[src/rtl/sub_stage_ctrl.sv]
// Sequencing controller for an external 4-bit subtractor: latches one operand pair,
// waits SETTLE_CYCLES (legal 1..15) for the result, then holds it until the consumer takes it.
module sub_stage_ctrl #(
    parameter int unsigned SETTLE_CYCLES = 1
) (
    input  logic       clk,
    input  logic       rst_n,
    input  logic       in_valid,
    output logic       in_ready,
    input  logic [3:0] in_a,
    input  logic [3:0] in_b,
    output logic [3:0] sub_a,
    output logic [3:0] sub_b,
    input  logic [3:0] sub_s,
    input  logic       sub_cout,
    output logic       out_valid,
    input  logic       out_ready,
    output logic [3:0] out_diff,
    output logic       out_neg,
    output logic [3:0] out_mag,
    output logic       out_zero,
    output logic       out_mismatch,
    output logic [7:0] op_count,
    output logic [7:0] err_count
);

    localparam logic [3:0] SETTLE_LOAD = 4'(SETTLE_CYCLES);

    typedef enum logic [1:0] {
        IDLE,
        SETTLE,
        HOLD
    } state_t;

    state_t     state;
    state_t     state_next;
    logic [3:0] settle_cnt;

    logic       in_fire;
    logic       capture;
    logic       out_fire;

    logic [3:0] ref_diff;
    logic       ref_cout;
    logic       ref_bad;
    logic [3:0] cap_mag;

    assign in_fire  = in_valid && in_ready;
    // A count of 0 can only come from an out-of-range parameter; treat it as 1 so the FSM never stalls.
    assign capture  = (state == SETTLE) && (settle_cnt <= 4'd1);
    assign out_fire = (state == HOLD) && out_valid && out_ready;

    // Independent reference for the external subtractor, evaluated on the held operands.
    assign ref_diff = sub_a - sub_b;
    assign ref_cout = (sub_a >= sub_b);
    assign ref_bad  = (sub_s != ref_diff) || (sub_cout != ref_cout);
    assign cap_mag  = sub_cout ? sub_s : (~sub_s + 4'd1);

    // NOTE: every variable assigned in always_comb gets a default first, so no path can infer a latch.
    always_comb begin
        state_next = state;
        case (state)
            IDLE:    if (in_fire)  state_next = SETTLE;
            SETTLE:  if (capture)  state_next = HOLD;
            HOLD:    if (out_fire) state_next = IDLE;
            default: state_next = IDLE;
        endcase
    end

    // NOTE: state uses non-blocking assignments so every register samples pre-edge values.
    // NOTE: reset is synchronous; all datapath registers are cleared so outputs read zero after reset.
    always_ff @(posedge clk) begin
        if (!rst_n) begin
            state        <= IDLE;
            in_ready     <= 1'b0;
            settle_cnt   <= 4'd0;
            sub_a        <= 4'd0;
            sub_b        <= 4'd0;
            out_valid    <= 1'b0;
            out_diff     <= 4'd0;
            out_neg      <= 1'b0;
            out_mag      <= 4'd0;
            out_zero     <= 1'b0;
            out_mismatch <= 1'b0;
            op_count     <= 8'd0;
            err_count    <= 8'd0;
        end else begin
            state    <= state_next;
            // Registered so it stays low through reset and rises one cycle after HOLD exits.
            in_ready <= (state_next == IDLE);

            if (in_fire) begin
                sub_a      <= in_a;
                sub_b      <= in_b;
                settle_cnt <= SETTLE_LOAD;
            end else if ((state == SETTLE) && (settle_cnt != 4'd0)) begin
                settle_cnt <= settle_cnt - 4'd1;
            end

            if (capture) begin
                out_valid    <= 1'b1;
                out_diff     <= sub_s;
                out_neg      <= ~sub_cout;
                out_mag      <= cap_mag;
                out_zero     <= (sub_s == 4'd0);
                out_mismatch <= ref_bad;
                if (ref_bad && (err_count != 8'hFF)) begin
                    err_count <= err_count + 8'd1;
                end
            end

            if (out_fire) begin
                out_valid <= 1'b0;
                op_count  <= op_count + 8'd1;
            end
        end
    end

endmodule

[config.mk]
export PLATFORM = sky130hd
export DESIGN_NAME = sub_stage_ctrl
export DESIGN_NICKNAME = d
export VERILOG_FILES = /design/src/rtl/sub_stage_ctrl.sv
export SDC_FILE = /design/constraint.sdc
export NUM_CORES = 1
export LEC_CHECK = 0
export CAP_MARGIN = 10
export CELL_PAD_IN_SITES_DETAIL_PLACEMENT = 0
export CELL_PAD_IN_SITES_GLOBAL_PLACEMENT = 1
export CORE_UTILIZATION = 35
export DETAILED_ROUTE_END_ITERATION = 16
export HOLD_SLACK_MARGIN = 0.12
export PLACE_DENSITY = 0.83
export SYNTH_ARGS = -nofsm -noshare
export SYNTH_HDL_FRONTEND = slang
export SYNTH_SLANG_ARGS = --single-unit
[constraint.sdc]
create_clock -name clk -period 2.7 [get_ports clk]
set_input_delay 0.675 -clock clk [delete_from_list [all_inputs] [get_ports clk]]
set_output_delay 0.675 -clock clk [all_outputs]
set_load 0.02 [all_outputs]
# Word-level counts from Yosys, hierarchy flattened
# Cells that the tools add are included.
[totals]
register_bits = 43
input_bits = 17
output_inout_bits = 37
word_cells = 51
[classes]
n_addsub = 5
magnitude_cmp = 2
eq_ne = 5
muxes = 7
bitwise = 3
reduce_logical = 15
[ops]
columns = ["op", "n"]
rows = [
  ["8-bit by 1-bit adder with 8-bit output, second input constant", 2],
  ["8-bit != test, second input constant", 1],
  ["1-bit logical AND", 6],
  ["2-bit 2-to-1 mux", 3],
  ["2-bit case mux with 3 select lines", 1],
  ["4-bit by 1-bit adder with 4-bit output, second input constant", 1],
  ["4-bit greater-or-equal comparator", 1],
  ["4-bit by 1-bit less-or-equal comparator with 1-bit output, second input constant", 1],
  ["2-bit zero test", 2],
  ["4-bit zero test", 1],
  ["4-bit 2-to-1 mux", 1],
  ["4-bit != test", 1],
  ["4-bit inverter", 1],
  ["4-bit nonzero test", 1],
  ["2-bit OR reduction", 2],
  ["4-bit by 1-bit subtractor with 4-bit output, second input constant", 1],
  ["4-bit subtractor", 1],
  ["2-bit by 1-bit == test with 1-bit output, second input constant", 1],
  ["2-bit == test, second input constant", 1],
  ["1-bit 2-to-1 mux", 2],
  ["1-bit inverter", 2],
  ["2-bit AND reduction", 1],
  ["2-bit nonzero test", 1],
  ["1-bit logical OR", 1],
  ["1-bit != test", 1],
]

# Logic depth before layout (Yosys ltp)
[logic_depth]
depth_word = 6
mapped_depth = 10
ltp_nobuf = 9

# Worst setup path before layout
# OpenSTA, ideal clock, no wires.
[synth_path]
kind = "reg-to-reg"
from = "register sub_a[0]"
to = "register err_count[6]"
setup_time_ps = 116
arrival_time_ps = 2215
required_time_ps = 2584
setup_slack_ps = 369
stages_incl_launch_ff = 11
n_path_buf = 1
period_less_slack_ps = 2331
cell_sequence = "dfxtp_1 inv_1 ha_1 fa_1 xnor2_1 xnor2_1 nand3_1 a211oi_4 buf_6 nor3_1 o211a_1"
[synth_via]
elab_chain_len = 5
word_cells_on_any_way = 7
cone_classes = "add/sub (1); order compare (1); eq/ne (2); reduce/logical (3)"
[synth_rtl]
columns = ["item", "line", "text"]
rows = [
  ["from (decl)", "12", "output logic [3:0] sub_a,"],
  ["from (signal assigned)", "93", "sub_a <= in_a;"],
  ["4-bit subtractor / 4-bit greater-or-equal comparator (equally long branches)", "54, 55", ""],
  ["4-bit != test / 1-bit != test (equally long branches)", "56", "assign ref_bad = (sub_s != ref_diff) || (sub_cout != ref_cout);"],
  ["1-bit logical OR *", "56", ""],
  ["1-bit logical AND *", "107", "if (ref_bad && (err_count != 8'hFF)) begin"],
  ["2-bit AND reduction (no line) *", "-", ""],
  ["to (signal assigned)", "108", "err_count <= err_count + 8'd1;"],
  ["to (decl)", "24", "output logic [7:0] err_count"],
]
# Mark *: on every way between the ends. The rest lies on a longest branch, timed or not.
# A chain may end at the register's enable or synchronous reset.

# Worst setup path in the final report
# Ends and elaborated chain as after synthesis.

==> flow_summary.toml <==
[outcome]
status = "complete, no violations"

[grt]
antenna_found_initial = 0
grt_pass1_vias = 1668
grt_pass1_wl_um = 7383
track_usage_pct = 15.16
overflow = 0
grt_max_degree = 35

[synthesis]
seq_area_frac_synth_pct = 41.69
ys_warn_count = 0
synthesis.area_mm2 = 0.002017
avgSynthCellArea_um2 = 8.475
yosys.cell_types.count = 40
synthCells = 238
ys_seq_elements = 42
syn_nets = 266

[floorplan]
fp.dieW_um = 77.91
start_util_pct = 36.40
rows = 27
num_io_pins = 54
dieHeight_um = 77.91
dieArea_mm2 = 0.006070
core_area_mm2 = 0.005540

[routing]
drt-vias-per-instance = 4.732
dr.pass1.iters = 4
wl_um = 4276
antenna_left = 0
drc_errors = 0
dr_total_vias = 1746
avgRoutedWirePerCell_um = 11.59
drt-initial-drc-count = 47

[clock_tree]
clock_path_buffers = 2
clock_latency_ns = 0.29
htree_levels = 2
postCtsHoldBufs = 0
cts_tree = "done"
cts_resized = 0
cts-root-buf = "clkbuf_8"
cts_setup_buffers = 0
tritoncts.num_buffers = 5
clock_sinks = 42
path_clk_slew_ns = 0.08

[final_layout]
final_area_mm2 = 0.002750
area_delta_synth_final_pct = 36.35
num_antenna_cells = 0
fin_nets = 324
post-route-util_pct = 49.64
drive_gt1_share_pct = 6.397

[worst_setup_path]
end_kind = "flop"
worstSetupPathType = "flop to flop"
arrival_ns = 2.61
worstReg2RegStart = "sub_a[0]"
r2r_end = "err_count[6]"
worstRegToRegCells = 10
cp_max_fo = 7
cp.required_ns = 2.89
setup.worst_path.start_class = "flop"
reg2reg_slack_ns = 0.27

[sta]
slew-limit-headroom_pct = 73.18
fmax_mhz = 412.2
fin_skew_ns = 0.007551
setup_viol_count_final = 0
period_minus_slack_ns = 2.426
tightest_slew_ns = 0.4022
tns_ns = 0
drv_slew = 0
fin_crit_sh_pct = 89.86
rsz0062_at_grt = "no"
hold_viol_final = 0

[power_and_ir_drop]
p_per_area_mw_per_mm2 = 539.0
peakVddDrop_mv = 0.2111
p_leak_uw = 0.0009793

[min_path]
hold_path.class = "flop to flop"
whs_endpoint = "out_diff[2]"
hp-start = "out_diff[2]"
whs_path_depth = 2

[placed_design]
placed_area_mm2 = 0.002644
detailed_place_hpwl_um = 3168
portBuffers = 53
place_congestion = 0.7590

[job]
maxCapViolCount = 0
[flip-flops by register name (all words and copies together) (netlist names)]
| name | flops |
|---|---|
| in_ready | 1 |
| sub_a | 4 |
| state | 2 |
| out_mag | 3 |
| settle_cnt | 4 |
| out_mismatch | 1 |
| out_valid | 1 |
| out_neg | 1 |
| op_count | 8 |
| sub_b | 4 |
| out_diff | 4 |
| err_count | 8 |
| out_zero | 1 |
[cell families after synthesis]
kind of cell	share of synthesized area, %
AND/OR/NAND/NOR	23.20
XOR/XNOR	7.817
adder cells (fa/ha/maj)	7.196
multiplexers	1.489
buffers and inverters	4.528
flip-flops	41.69
AO/OA/AOI/OAI	14.08
[metal layers]
layer / routed length [um] / global-route usage (%) / vias up
met3: 128 / 3.529 / 6
met1: 1978 / 18.17 / 792
li1: - / - / 918
met2: 2119 / 26.55 / 30
met5: 0 / 0 / -
met4: 50 / 5.000 / 0
[worst max-delay path by stage]
stage	start	endpoint	cells after the start
final	sub_a[0]	err_count[6]	10
after global placement	sub_s[3]	err_count[6]	7
after detailed placement	sub_s[3]	err_count[6]	7
after global routing	sub_a[0]	err_count[5]	10
after CTS	sub_a[0]	err_count[6]	10
after floorplan	sub_a[0]	err_count[6]	10
[where the power goes]
part	switching, uW	internal (uW)
combinational	173	149
clock	202	277
sequential	28.3	654
[layout by cell type, fill, tap and decap left out, drive strengths merged, types with 2 or more instances in the layout]
| cell type | instances |
|---|---|
| a211oi | 7 |
| ha | 10 |
| nand2 | 39 |
| xnor2 | 9 |
| nand2b | 5 |
| dfxtp | 42 |
| nor3b | 2 |
| o21ai | 6 |
| clkbuf | 7 |
| nand3 | 9 |
| mux2i | 3 |
| or3 | 3 |
| nand4 | 2 |
| clkdlybuf4s50 | 53 |
| and3 | 3 |
| nor2 | 24 |
| a21oi | 23 |
| or4 | 4 |
| xor2 | 9 |
| inv | 11 |
| o31ai | 3 |
| nor3 | 6 |
| buf | 7 |
[per-stage QoR]
stage                     power (uW)  std cells  worst slack [ns]  hold slack (ns)
after floorplan                898.3        238            0.3688           0.4907
after global placement          1021        361            0.2195           0.4488
after detailed placement        1022        361            0.1896           0.4496
after CTS                       1505        369            0.2610           0.4607
after global routing            1568        369            0.1589           0.4803
final                           1482        369            0.2738           0.4607
[synth_stat cells (all sizes together)]
library cell | number | share of area (%)
a211oi | 7 | 3.2
a21oi | 23 | 5.7
a31oi | 1 | 0.31
and2 | 1 | 0.31
and3 | 3 | 0.93
buf | 4 | 1.4
clkbuf | 5 | 0.93
clkinv | 1 | 0.19
dfxtp | 42 | 42
fa | 1 | 0.99
ha | 10 | 6.2
inv | 11 | 2.0
mux2i | 3 | 1.5
nand2 | 39 | 7.3
nand2b | 5 | 1.6
nand3 | 9 | 2.2
nand4 | 2 | 0.62
nor2 | 24 | 5.0
nor3 | 6 | 1.5
nor3b | 2 | 0.74
o2111a | 1 | 0.56
o211a | 1 | 0.50
o211ai | 1 | 0.62
o21a | 1 | 0.37
o21ai | 6 | 1.7
o31ai | 3 | 1.1
or3 | 3 | 1.2
or3b | 1 | 0.43
or4 | 4 | 1.5
xnor2 | 9 | 3.9
xor2 | 9 | 3.9
[area by class of cell]
cell class,instances,area [um^2]
multi-input cells,175,1085
clock inverters,1,30.03
inverters,12,45.04
fillers,554,2790
clock buffers,7,76.32
well taps,72,90.09
repair buffers,60,583.1
flip-flops and latches,42,840.8
[worst max-delay path, cell delays in order (launching register included)]
cell and delay, ns:
dfxtp_1 0.35, inv_1 0.05, ha_1 0.22, fa_1 0.40
xnor2_1 0.16, xnor2_1 0.13, nand3_1 0.13, a211oi_4 0.06
buf_4 0.17, or4_1 0.52, o211a_1 0.13
Note: power is estimated with default switching activity, not from simulation.
==> edit (same settings) <==
Put one more register stage on the output `op_count`, cleared by the reset. The value now appears one clock later. The other outputs are not delayed to match.
--- a/src/rtl/sub_stage_ctrl.sv
+++ b/src/rtl/sub_stage_ctrl.sv
@@ -33,2 +33,4 @@
     } state_t;
+
+    logic [7:0] op_count_s0;
 
@@ -84,3 +86,3 @@
             out_mismatch <= 1'b0;
-            op_count     <= 8'd0;
+            op_count_s0  <= 8'd0;
             err_count    <= 8'd0;
@@ -113,4 +115,12 @@
                 out_valid <= 1'b0;
-                op_count  <= op_count + 8'd1;
+                op_count_s0 <= op_count_s0 + 8'd1;
             end
+        end
+    end
+
+    always_ff @(posedge clk) begin
+        if (!rst_n) begin
+            op_count <= '0;
+        end else begin
+            op_count <= op_count_s0;
         end
Formal check against the unedited RTL: not equivalent (Yosys sat finds a counterexample within 10 cycles, from zero or initial values and one cycle with rst_n low).
==> edit against the unedited design <==
Largest power group unchanged; combinational power is 25% lower; wire length rose by 15%; area after synthesis grew 15%; total power grew 5.1%; first-iteration DRC count is 2.1% lower; sequential cell count increased by 8; final area up 11%; highest routed layer unchanged; sequential power up 14%; worst setup slack gained 0.048 ns; clock skew decreased by 0.0025 ns.
==> edit: results (changes against the unedited design) <==
Synth top cells by count=50 x dfxtp_1, 42 x nand2_1, 16 x and2_1, 13 x xnor2_1, 12 x a21boi_0; M3 GR Usage=3.07% (-0.46 points); Pleak=0.00117 µW (+19%); inverter count=11 (-1); vias per cell=4.75 (+0.37%); number of clock buffers in the layout=5 (-2); placed cells=379 (+5.0%); P_comb=240 µW (-25%); register area=1000 µm² (+19%); met2 usage=24.6% (-2.0 points); slowest CP cell=a211oi_4; share of layout cells above drive strength 1=5.16% (-1.2 points); mapped cell area=2320 µm² (+15%); met1 usage in global routing=20.6% (+2.4 points); clk_skew=0.00503 ns (-0.00253 ns); Post-synth top flop=dfxtp_1; Cell variety after synth=37 (-7.5%); synthesis-to-finish area growth=30.9%; met2 WL=2260 µm (+6.7%); VDD IR max=0.260 mV (+23%); Non-CTS buffers=57 (-5.0%); Metal-1 WL=2490 µm (+26%); biggest regs=err_count: 8 flops, op_count: 8 flops, op_count_s0: 8 flops; Cell Area, Placed=2930 µm² (+11%); Yosys reg bits=50 (+19%); number of global-route vias before repair=1784 (+7.0%); Slew HR=65.5% (-7.7 points); RD Place Congestion=0.811 (+6.8%); sequential-to-total area share from yosys stat=43.1% (+1.4 points); syn_nets=282 (+6.0%); Top Family by Delay on Critical Path=adder cells; all-layer global routing usage=15.1% (-0.065 points); Clock power frac=34.6% (+2.3 points); status=completed; crit-path max cell delay=0.45 ns (-0.07 ns); multi-input gates=184 (+5.1%); DR WL/cell=12.7 µm (+9.5%); clock-cell share of area=3.70% (-0.16 points); multi-input combinational area share=40.4% (+0.97 points); Filler cells=616 (+11%); Non-Filler Instances=387 (+4.9%); nets@finish=337 (+4.0%); Non-Clock Buffer Area Fraction=18.4% (-2.8 points); DR WL met3=129 µm (+0.78%); Initial DRC Count=46 (-2.1%); clock-pin slew on the worst setup and hold paths=0.10 ns (+0.02 ns); Net Switching=406 µW (+0.75%); largest net degree at the start of global routing=20 (-43%); first-pass GRT wire length=8580 µm (+16%); detailed placer's ending HPWL=3670 µm (+16%); top cells by area, synth=dfxtp_1 43%, nand2_1 6.8%, ha_1 5.4%; share of synthesized registers carrying an async set or reset=0% (unchanged); Synth Instances=254 (+6.7%)
==> edit: final timing paths <==
path                 start  cells past startpoint  slack, ns      endpoint
setup / recovery  sub_a[0]                      9       0.32  err_count[6]
setup reg to reg  sub_a[0]                      9       0.32  err_count[6]
hold / removal    sub_a[0]                      2       0.49      sub_a[0]
hold reg to reg   sub_a[0]                      2       0.49      sub_a[0]
==> edit: kinds of logic after synthesis <==
group | after synthesis | synth area share, %
buf+inv | 20 | 3.99
xor+xnor | 18 | 6.79
flops | 50 | 43.1
simple gates | 108 | 23.3
compound gates | 37 | 12.2
mux | 10 | 4.31
fa+ha+maj | 11 | 6.25
==> edit: stage by stage <==
| stage | setup WS, ns | utilization, % | power, µW |
|---|---|---|---|
| after floorplan | 0.436 | - | 943 |
| after global placement | 0.259 | 45.8 | 1030 |
| after detailed placement | 0.255 | 45.8 | 1040 |
| after CTS | 0.318 | 47.6 | 1580 |
| after global routing | 0.181 | 47.6 | 1650 |
| final | 0.321 | 47.6 | 1560 |
